[src/rtl/music_player.sv]
// Beat-sequenced square-wave tone player: steps beat_num through a song at BEAT_HZ
// and drives audio_out from a phase accumulator fed by the externally looked-up tone.
module music_player #(
    parameter int CLK_HZ     = 100_000_000,
    parameter int BEAT_HZ    = 8,
    parameter int LAST_BEAT  = 59,
    parameter int LOOP       = 1,
    parameter int SILENCE_HZ = 20000
) (
    input  logic        clk,
    input  logic        rst_n,
    input  logic        play,
    input  logic        restart,
    input  logic [23:0] tone,
    output logic [7:0]  beat_num,
    output logic        audio_out,
    output logic        beat_tick,
    output logic        playing,
    output logic        done
);

    localparam logic [31:0] DIV_MAX = 32'(CLK_HZ / BEAT_HZ - 1);
    localparam logic [32:0] CLK_W   = 33'(CLK_HZ);
    localparam logic [31:0] SIL_W   = 32'(SILENCE_HZ);
    localparam logic [7:0]  LAST_W  = 8'(LAST_BEAT);
    localparam bit          WRAP    = (LOOP != 0);

    typedef enum logic [1:0] {S_IDLE, S_PLAY, S_PAUSE, S_DONE} state_t;

    state_t      state_q, state_d;
    logic [31:0] div_q, div_d;
    logic [7:0]  beat_q, beat_d;
    logic        tick_q, tick_d;
    logic [23:0] tone_q;
    logic [31:0] acc_q, acc_d;
    logic        aud_q, aud_d;

    logic        boundary;
    logic        at_last;
    logic        silent;
    logic [32:0] sum;

    always_ff @(posedge clk or negedge rst_n) begin
        if (!rst_n) begin
            state_q <= S_IDLE;
            div_q   <= '0;
            beat_q  <= '0;
            tick_q  <= 1'b0;
            tone_q  <= '0;
            acc_q   <= '0;
            aud_q   <= 1'b0;
        end else begin
            state_q <= state_d;
            div_q   <= div_d;
            beat_q  <= beat_d;
            tick_q  <= tick_d;
            tone_q  <= tone;
            acc_q   <= acc_d;
            aud_q   <= aud_d;
        end
    end

    // Sequencer: restart wins over every other event in its cycle.
    always_comb begin
        state_d  = state_q;
        div_d    = div_q;
        beat_d   = beat_q;
        tick_d   = 1'b0;
        boundary = (state_q == S_PLAY) && (div_q == DIV_MAX);
        at_last  = (beat_q == LAST_W);
        if (restart) begin
            state_d = play ? S_PLAY : S_IDLE;
            div_d   = '0;
            beat_d  = '0;
        end else begin
            case (state_q)
                S_IDLE:  if (play) state_d = S_PLAY;
                S_PLAY: begin
                    div_d = boundary ? '0 : div_q + 32'd1;
                    if (boundary && !at_last) begin
                        beat_d = beat_q + 8'd1;
                        tick_d = 1'b1;
                    end else if (boundary && WRAP) begin
                        beat_d = '0;
                        tick_d = 1'b1;
                    end
                    if (boundary && at_last && !WRAP) state_d = S_DONE;
                    else if (!play)                   state_d = S_PAUSE;
                end
                S_PAUSE: if (play) state_d = S_PLAY;
                default: ;
            endcase
        end
    end

    // Phase accumulator advances 2*f per clock so audio_out toggles f*2 times per second.
    always_comb begin
        acc_d  = acc_q;
        aud_d  = aud_q;
        silent = (tone_q == 24'd0) || ({8'd0, tone_q} >= SIL_W);
        sum    = {1'b0, acc_q} + {8'd0, tone_q, 1'b0};
        if (restart || (state_q != S_PLAY) || silent) begin
            acc_d = '0;
            aud_d = 1'b0;
        end else if (tone != tone_q) begin
            acc_d = '0;
        end else if (sum >= CLK_W) begin
            acc_d = 32'(sum - CLK_W);
            aud_d = ~aud_q;
        end else begin
            acc_d = sum[31:0];
        end
    end

    assign beat_num  = beat_q;
    assign beat_tick = tick_q;
    assign audio_out = aud_q;
    assign playing   = (state_q == S_PLAY);
    assign done      = (state_q == S_DONE);

endmodule

[config.mk]
export PLATFORM = sky130hd
export DESIGN_NAME = music_player
export DESIGN_NICKNAME = d
export VERILOG_FILES = /design/src/rtl/music_player.sv
export SDC_FILE = /design/constraint.sdc
export NUM_CORES = 1
export LEC_CHECK = 0
export CAP_MARGIN = 30
export CORE_MARGIN = 2
export CORE_UTILIZATION = 62
export CTS_BUF_LIST = sky130_fd_sc_hd__clkbuf_8
export DETAILED_ROUTE_END_ITERATION = 8
export GPL_ROUTABILITY_DRIVEN = 0
export PLACE_DENSITY = 0.83
export SKIP_CTS_REPAIR_TIMING = 1
export SYNTH_ARGS = -nofsm -noshare
export SYNTH_HDL_FRONTEND = slang
export SYNTH_SLANG_ARGS = --single-unit
[constraint.sdc]
create_clock -name clk -period 4.55 [get_ports clk]
set_clock_uncertainty 0.05 [all_clocks]
set_input_delay 0.91 -clock clk [delete_from_list [all_inputs] [get_ports clk]]
set_output_delay 0.91 -clock clk [all_outputs]
set_load 0.05 [all_outputs]
==> summary.txt, run 1 <==
Yosys
  • Yosys top cell area share: 38.53%
  • Mapped Area: 6430 um2
  • Mean area per synthesized cell: 8.943 um2
  • Synthesized net count: 776
  • Post-synthesis compound-gate area fraction: 19.26%
  • Syn Inst Count: 719
  • Post-synthesis register bit count: 99
  • Async S/R FF share, synth: 100.0%
  • Largest family of logic cells by synthesized area: simple AND/OR/NAND/NOR gates
  • Post-synth EDFFs: 0
  • Yosys warnings: 0
  • Largest area contributor in the netlist: dfrtp_1
  • Synth Area in Simple Gates: 23.08%
  • Adder-cell share of the synthesized area: 5.760%
  • Seq/Total Area, Yosys: 38.53%
  • Top cells by area, synth: dfrtp_1 39%, ha_1 5.4%, xnor2_1 5.3%, xor2_1 4.9%, a21oi_1 4.5%
  • Post-synthesis cell type count: 68
  • Mux share of post-synthesis cell area: 0.6227%
  • Top FF cell, synth: dfrtp_1
  • XOR/XNOR Fraction of Synth Area: 10.22%

Setup path
  • R2R Path Start: tone_q[0]
  • Crit path cell chain: ha_1 > fa_1 > a211oi_4 > o21ai_1 > and3_1 > or4b_1 > nand3_1 > nand4_1 > or4_1 > a21boi_2 > a211oi_2 > buf_4 > or4_1 > a21oi_1
  • Most common cell on crit path: or4_1
  • CP Max Fanout: 28
  • Worst EP required: 4.82 ns
  • WP buf/inv: 1
  • Slowest cell on crit path: or4b_1
  • CP arrival: 4.67 ns
  • Crit end category: register
  • Worst setup path startpoint: tone_q[0]
  • Startpoint Class: register
  • Slowest stage delay, CP: 0.54 ns
  • Critical path's top delay family: simple AND/OR/NAND/NOR gates
  • Crit path kind: register to register

Final layout
  • Layout Area Growth over Synthesis: 12.47%
  • Final core utilization: 71.01%
  • # diodes: 0
  • Fill count: 756
  • Layout cells sized above 1: 6.405%
  • Final net count: 818

Global routing
  • GR Util All Layers: 31.61%
  • Antenna violations before repair: 0
  • Vias in the first global route: 5817
  • Largest net degree at the start of global routing: 76
  • First-pass GRT wire length: 28100 um
  • Gr ovfl total: 0

Routing
  • DR vias: 5883
  • Post-DRT Antenna Nets: 0
  • Drt drc: 0
  • Final Routed Wirelength: 16860 um
  • Wire per inst: 18.72 um
  • DR iter-0 viols: 543
  • DR pass1 iterations: 8
  • Vias/cell: 6.529

Clocking
  • CTS tree: yes
  • Max H-tree Level: 3
  • # clock sinks: 99
  • Clock Path Buffers: 2
  • Inserted Clock Buffers: 9
  • Clock-pin slew on the worst setup and hold paths: 0.10 ns
  • Clock Latency Late Sink: 0.39 ns
  • CTS root buf: clkbuf_8

STA
  • Fin. Hold Viols: 0
  • Slew HR: 52.33%
  • Setup ws final: 0.1466 ns
  • Max-slew violation count: 0
  • Actual slew at the worst max-slew pin: 0.7085 ns
  • Minimum clock period: 4.403 ns
  • Final worst-path cycle share: 96.78%
  • F_max: 227.1 MHz
  • Final setup viols: 0
  • Hold_ws: 0.2553 ns
  • Fin Setup TNS: 0 ns

Die
  • Die Y: 105.8 um
  • Die extent in x: 105.8 um
  • Std-Cell Rows: 37
  • Core ar.: 10180 um2
  • Die area: 11200 um2
  • Top Ports: 40
  • Initial Utilization: 63.13%

Outcome
  • Status: completed

Place
  • Place WS: 0.1058 ns
  • Hpwl dp: 12490 um
  • IO buf count: 39

Power
  • Max VDD drop: 0.2208 mV
  • Leakage Power: 3.106 nW
  • Pwr per Cell Area: 239.7 nW/um2

Min path
  • Hold Path Class: input pin to async pin

Run
  • MaxCap Viol Count: 0
==> cells by family (layout without fill, tap and decap cells) <==
| group | Yosys count | after routing |
|---|---|---|
| mux | 4 | 4 |
| xor+xnor | 75 | 75 |
| buf+inv | 38 | 84 |
| fa+ha+maj | 29 | 29 |
| compound gates | 187 | 187 |
| flops | 99 | 99 |
| simple gates | 287 | 287 |
==> per-stage QoR <==
stage / total power [W] / instance area [um2] / std cells
3_5_place_dp: 0.001110 / 6964 / 884
4_1_cts: 0.001737 / 7178 / 899
6_report: 0.001733 / 7232 / 901
5_1_grt: 0.001792 / 7232 / 901
2_1_floorplan: 0.001029 / 6430 / 719
3_3_place_gp: 0.001105 / 6964 / 884
==> layout by cell type, fill, tap and decap left out, types with 11 or more instances in the layout <==
cell,instances
a21o_1,11
ha_1,28
nand2_1,55
nand4_1,25
a21oi_1,58
buf_4,11
nor2_1,66
o21ai_0,43
inv_1,19
nor3_1,16
xnor2_1,39
nor4_1,16
nand3_1,31
and3_1,20
clkdlybuf4s50_1,38
dfrtp_1,99
or3_1,18
xor2_1,36
==> final timing paths <==
kind | to | slack (ns) | cells after the start
min | beat_num[5] | 0.26 | 1
min reg2reg | div_q[23] | 0.50 | 2
max reg2reg | acc_q[11] | 0.15 | 14
min in group clk | div_q[23] | 0.50 | 2
max | acc_q[11] | 0.15 | 14
max in group asynchronous | tone_q[3] | 3.31 | 3
==> per-layer routing <==
metal  vias to the layer above  share of wire [%]  global-route usage, %
met5                         -                  0                      0
met4                         0                2.5                  10.43
met3                        50                8.4                  7.545
met2                       273                 45                  47.79
met1                      2834                 44                  44.93
li1                       2726                  -                      -
==> sequential cells by signal (all words and copies together) (netlist names) <==
register / cells
acc_q: 31
audio_out: 1
beat_num: 8
beat_tick: 1
div_q: 32
state_q: 2
tone_q: 24
==> synthesized netlist by cell type, drive strengths merged (8+ instances only) <==
| library cell | n |
|---|---|
| a211oi | 8 |
| a21o | 11 |
| a21oi | 60 |
| and3 | 20 |
| clkbuf | 14 |
| dfrtp | 99 |
| ha | 28 |
| inv | 19 |
| nand2 | 55 |
| nand3 | 32 |
| nand4 | 25 |
| nor2 | 66 |
| nor3 | 17 |
| nor4 | 17 |
| o21a | 10 |
| o21ai | 46 |
| or3 | 18 |
| xnor2 | 39 |
| xor2 | 36 |
==> power by group <==
part | switching, W | internal [W]
Sequential | 0.0000191 | 0.000893
Clock | 0.000323 | 0.000308
Combinational | 0.000115 | 0.0000748
Total | 0.000457 | 0.00128
==> final cells by class <==
cell class,instances,area (um2),share of cell area (%)
Inverter,19,71.32,0.9862
Multi-Input combinational cell,582,3809,52.66
Clock inverter,6,90.09,1.246
Clock buffer,9,123.9,1.713
Tap cell,136,170.2,2.353
Timing Repair Buffer,50,490.5,6.782
Sequential cell,99,2477,34.26
(Power assumes the default switching activity.)
==> inputs of run 2 (changes only) <==
--- a/config.mk
+++ b/config.mk
@@ -6,6 +6,7 @@
 export NUM_CORES = 1
 export LEC_CHECK = 0
 export CAP_MARGIN = 30
+export CORE_ASPECT_RATIO = 1.1
 export CORE_MARGIN = 2
 export CORE_UTILIZATION = 62
 export CTS_BUF_LIST = sky130_fd_sc_hd__clkbuf_8
==> summary.txt, run 2 (synthesis results as in run 1) <==
Clocking
  • Max H-tree Level: 3 (unchanged)
  • Clock Path Buffers: 2 (unchanged)
  • Clock Latency Late Sink: 0.39 ns (about the same)
  • # clock sinks: 99 (unchanged)
  • CTS tree: yes
  • Clock-pin slew on the worst setup and hold paths: 0.09 ns (about the same)
  • CTS root buf: clkbuf_8
  • Inserted Clock Buffers: 9 (unchanged)

Power
  • Leakage Power: 3.115 nW (+0.30%)
  • Pwr Total: 0.001789 W (+3.2%)
  • Pwr per Cell Area: 247.7 nW/um2 (+3.4%)
  • Max VDD drop: 0.1539 mV (-30%)

Die
  • Initial Utilization: 62.75% (-0.39 points)
  • Core ar.: 10250 um2 (+0.61%)
  • Die extent in x: 101.1 um (-4.5%)
  • Std-Cell Rows: 39 (+5.4%)
  • Top Ports: 40 (unchanged)
  • Die area: 11200 um2 (about the same)
  • Die Y: 110.8 um (+4.7%)

Setup path
  • CP Max Fanout: 17 (-39%)
  • Worst EP required: 4.80 ns (-0.02 ns)
  • Reg2reg end: acc_q[9]
  • Crit path kind: register to register
  • Worst reg2reg setup slack: 0.28 ns (+0.13 ns)
  • CP arrival: 4.52 ns (-0.15 ns)
  • Slowest stage delay, CP: 0.49 ns (-0.05 ns)
  • R2R Path Start: tone_q[11]
  • Startpoint Class: register
  • R2R depth: 12 (-2)
  • Worst setup path startpoint: tone_q[11]
  • Crit end category: register
  • Most common cell on crit path: a21oi_1
  • Crit path cell chain: ha_1 > a21oi_1 > a21boi_0 > nor3_2 > a21oi_1 > o21ai_0 > xnor2_1 > nor3_1 > nand4b_1 > a211o_2 > and2_0 > a211oi_1
  • Slowest cell on crit path: a211o_2

Routing
  • Drt drc: 0 (unchanged)
  • DR vias: 5820 (-1.1%)
  • DR iter-0 viols: 368 (-32%)
  • Vias/cell: 6.547 (+0.26%)
  • DR pass1 iterations: 5 (-3)
  • Wire per inst: 18.77 um (+0.29%)
  • Post-DRT Antenna Nets: 0 (unchanged)
  • Final Routed Wirelength: 16690 um (-1.0%)

STA
  • Final setup viols: 0 (unchanged)
  • Minimum clock period: 4.270 ns (-0.1330 ns)
  • Max-slew violation count: 0 (unchanged)
  • Actual slew at the worst max-slew pin: 0.8163 ns (+0.1078 ns)
  • Fin. Hold Viols: 0 (unchanged)
  • F_max: 234.2 MHz (+3.1%)
  • Slew HR: 45.58% (-6.8 points)
  • Final worst-path cycle share: 93.85% (-2.9 points)

Min path
  • Number of cells on the worst hold path: 2
  • Hold EP: div_q[23]
  • Hold Path Class: register to register
  • Min-delay src: div_q[23]

Final layout
  • Final core utilization: 70.48% (-0.53 points)
  • # diodes: 0 (unchanged)
  • Fill count: 761 (+0.66%)
  • Layout cells sized above 1: 6.527% (+0.12 points)
  • Layout Area Growth over Synthesis: 12.32%
  • Most flop-heavy register: div_q
  • Area occupied by multi-input gates: 3804 um2 (-0.13%)
  • Most frequent cells in the layout: 99 x dfrtp_1, 66 x nor2_1, 58 x a21oi_1
  • Reg area: 2477 um2 (unchanged)
  • Most common cell after layout, fill and taps aside: dfrtp_1
  • Final net count: 819 (+0.12%)
  • Regs by FF count: div_q (32), acc_q (31), tone_q (24)
  • Max reg flops: 32 (unchanged)

Global routing
  • Gr ovfl total: 0 (unchanged)
  • First-pass GRT wire length: 27370 um (-2.6%)
  • GR Util All Layers: 30.83% (-0.78 points)
  • Vias in the first global route: 5636 (-3.1%)
  • Largest net degree at the start of global routing: 67 (-12%)
  • Antenna violations before repair: 0 (unchanged)

Outcome
  • Status: completed

Place
  • IO buf count: 39 (unchanged)
  • Hpwl dp: 12470 um (-0.12%)

Run
  • MaxCap Viol Count: 0 (unchanged)
[run 2: changes by cell type in the layout (fill, tap and decap cells not counted), sizes merged]
cell      delta
clkinv       -2
inv          +2
bufinv       +1
buf          +1
clkinvlp     -1
[run 2: power by group]
part / internal, W / switching (W)
logic: 0.0000732 / 0.000113
registers: 0.000893 / 0.0000206
clock network: 0.000366 / 0.000323
[run 2: per-stage QoR]
step                      instance area, um2  hold slack (ns)  worst slack [ns]   TNS, ns  std cells
after CTS                               7208           0.5115           0.08444         0        889
after detailed placement                6970           0.4890            0.1574         0        874
after floorplan                         6430           0.4466            0.6111         0        719
after global placement                  6970           0.4722            0.2726         0        874
final                                   7222           0.5078            0.2796         0        889
after global routing                    7222           0.5210          -0.02812  -0.02812        889
[run 2: final cells by class]
class / instances / share of cell area [%]
Inverter: 19 / 0.9875
Sequential cell: 99 / 34.30
Tap cell: 123 / 2.131
Timing Repair Buffer: 51 / 6.618
Multi-Input combinational cell: 582 / 52.67
Clock buffer: 9 / 1.715
Clock inverter: 6 / 1.577
[run 2: worst max path at each step]
stage | endpoint | slack, ns | cells past startpoint
final | acc_q[9] | 0.28 | 12
after global routing | acc_q[9] | -0.03 | 12
after CTS | acc_q[9] | 0.08 | 12
after detailed placement | acc_q[9] | 0.16 | 12
after global placement | acc_q[9] | 0.27 | 12
after floorplan | acc_q[15] | 0.61 | 14
[run 2: critical path, delay by kind of cell (launching register included)]
family	cells	cell delay [ns]
xor gates and xnor gates	1	0.18
adders and majority gates	1	0.42
AOI/OAI and AO/OA	6	1.92
DFF	1	0.46
and+or+nand+nor	4	1.16
[run 2: layer usage]
metal	GRT usage, %	routed length, um
met5	0	0
met4	13.06	614
met3	5.801	1013
met2	49.32	8037
met1	40.74	7022
==> inputs of run 3 (changes only) <==
--- a/config.mk
+++ b/config.mk
@@ -8,11 +8,12 @@
 export CAP_MARGIN = 30
 export CORE_ASPECT_RATIO = 1.1
 export CORE_MARGIN = 2
-export CORE_UTILIZATION = 62
+export CORE_UTILIZATION = 60
 export CTS_BUF_LIST = sky130_fd_sc_hd__clkbuf_8
 export DETAILED_ROUTE_END_ITERATION = 8
 export GPL_ROUTABILITY_DRIVEN = 0
-export PLACE_DENSITY = 0.83
+export MAX_ROUTING_LAYER = met4
+export PLACE_DENSITY = 0.8
 export SKIP_CTS_REPAIR_TIMING = 1
 export SYNTH_ARGS = -nofsm -noshare
 export SYNTH_HDL_FRONTEND = slang
==> summary.txt, run 3 (synthesis results as in run 1) <==
STA
  • Unrepaired setup endpoints after global routing: no
  • Max-slew violation count: 0 (unchanged)
  • F_max: 232.5 MHz (-0.73%)
  • Slew HR: 37.05% (-8.5 points)
  • Final worst-path cycle share: 94.55% (+0.69 points)
  • Final setup viols: 0 (unchanged)
  • Fin. Hold Viols: 0 (unchanged)
  • Fin Setup TNS: 0 ns (unchanged)
  • Setup ws final: 0.2480 ns (-0.03161 ns)
  • Minimum clock period: 4.302 ns (+0.03161 ns)
  • Actual slew at the worst max-slew pin: 0.9420 ns (+0.1257 ns)

Die
  • Die extent in x: 102.7 um (+1.6%)
  • Die area: 11560 um2 (+3.2%)
  • Die Y: 112.6 um (+1.6%)
  • Top Ports: 40 (unchanged)
  • Core ar.: 10390 um2 (+1.4%)
  • Initial Utilization: 61.86% (-0.88 points)
  • Std-Cell Rows: 39 (unchanged)

Final layout
  • Most flop-heavy register: div_q
  • Regs by FF count: div_q (32), acc_q (31), tone_q (24)
  • Max reg flops: 32 (unchanged)
  • Final std cells w/o fill: 908 (+2.1%)
  • Reg area: 2477 um2 (unchanged)
  • Fill count: 845 (+11%)
  • Layout cells sized above 1: 6.275% (-0.25 points)
  • Most frequent cells in the layout: 99 x dfrtp_1, 66 x nor2_1, 58 x a21oi_1
  • Area occupied by multi-input gates: 3807 um2 (about the same)
  • Final net count: 817 (-0.24%)
  • Layout Area Growth over Synthesis: 12.05%
  • Most common cell after layout, fill and taps aside: dfrtp_1
  • Final core utilization: 69.32% (-1.2 points)
  • # diodes: 0 (unchanged)

Power
  • Max VDD drop: 0.1718 mV (+12%)
  • Pwr per Cell Area: 236.0 nW/um2 (-4.7%)
  • Pwr Total: 0.001700 W (-4.9%)
  • Leakage Power: 3.096 nW (-0.61%)

Setup path
  • Worst EP required: 4.79 ns (about the same)
  • Startpoint Class: register
  • CP Max Fanout: 16 (-1)
  • CP arrival: 4.54 ns (+0.02 ns)
  • Crit path kind: register to register
  • Worst reg2reg setup slack: 0.25 ns (-0.03 ns)
  • Crit end category: register

Routing
  • DR iter-0 viols: 520 (+41%)
  • Wire per inst: 17.98 um (-4.2%)
  • Post-DRT Antenna Nets: 0 (unchanged)
  • Drt drc: 0 (unchanged)
  • Final Routed Wirelength: 16330 um (-2.2%)
  • Vias/cell: 6.404 (-2.2%)
  • DR pass1 iterations: 5 (unchanged)
  • DR vias: 5815 (-0.086%)

Global routing
  • First-pass GRT wire length: 27050 um (-1.2%)
  • Largest net degree at the start of global routing: 72 (+7.5%)
  • Antenna violations before repair: 0 (unchanged)
  • Gr ovfl total: 0 (unchanged)
  • GR Util All Layers: 30.75% (-0.079 points)
  • Vias in the first global route: 5701 (+1.2%)

Place
  • Placed Cells: 892 (+2.1%)
  • Place WS: 0.1282 ns (-0.02915 ns)
  • Hpwl dp: 12300 um (-1.4%)
  • IO buf count: 39 (unchanged)

Clocking
  • CTS tree: yes
  • Clock Latency Late Sink: 0.39 ns (about the same)
  • Inserted Clock Buffers: 9 (unchanged)
  • CTS root buf: clkbuf_8
  • Clock Path Buffers: 2 (unchanged)
  • Max H-tree Level: 3 (unchanged)
  • # clock sinks: 99 (unchanged)
  • Clock-pin slew on the worst setup and hold paths: 0.10 ns (about the same)

Outcome
  • Status: completed

Min path
  • Hold Path Class: register to register

Run
  • MaxCap Viol Count: 0 (unchanged)
## run 3: changes by cell type in the layout (fill, tap and decap cells not counted), sizes merged
cell,previous run,this run
buf,13,11
clkbuf,9,10
inv,22,23
bufinv,3,1
clkinv,0,1
## run 3: layout make-up
cell class	instances	area share (%)
clock buffer	10	1.910
inverter	19	0.9899
tap	143	2.484
multi-input combinational	582	52.85
sequential	99	34.39
timing repair buffer	49	6.426
clock inverter	6	0.9552
## run 3: worst max-delay path, stage by stage, from the launching register on
cell	delay [ns]
dfrtp_1	0.42
ha_1	0.26
fa_2	0.40
a211oi_4	0.30
o21ai_1	0.16
and3_1	0.23
or4b_1	0.53
nand3_1	0.14
nand4_1	0.09
or4_1	0.50
a21boi_2	0.20
a211oi_2	0.11
buf_4	0.20
or4_1	0.46
a21oi_1	0.15
## run 3: metrics by stage
| stage | instance area [um2] | hold slack [ns] |
|---|---|---|
| CTS | 7187 | 0.5082 |
| floorplan | 6430 | 0.4466 |
| detailed placement | 6980 | 0.4940 |
| global route | 7204 | 0.5287 |
| finish | 7204 | 0.5051 |
| global placement | 6980 | 0.4687 |
## run 3: where the power goes
group	leakage, nW	switching, W	internal (W)
Combinational	1.66	0.000113	0.0000719
Clock	0.109	0.000330	0.000274
Sequential	1.32	0.0000184	0.000893
Total	3.10	0.000461	0.00124
## run 3: final timing paths
path / start / endpoint / depth (start not counted)
max reg2reg: tone_q[0] / acc_q[24] / 14
max: tone_q[0] / acc_q[24] / 14
min: div_q[1] / div_q[1] / 2
min reg2reg: div_q[1] / div_q[1] / 2
max in group asynchronous: rst_n / acc_q[4] / 2
min in group asynchronous: rst_n / beat_num[4] / 1
## run 3: per-layer routing
metal  up-vias  GRT usage, %  wire [um]
li1       2729             -          -
met1      2843         38.30       6708
met2       201         50.50       8241
met3        42         5.293       1026
met4         0         10.22        352
met5         -             -          0
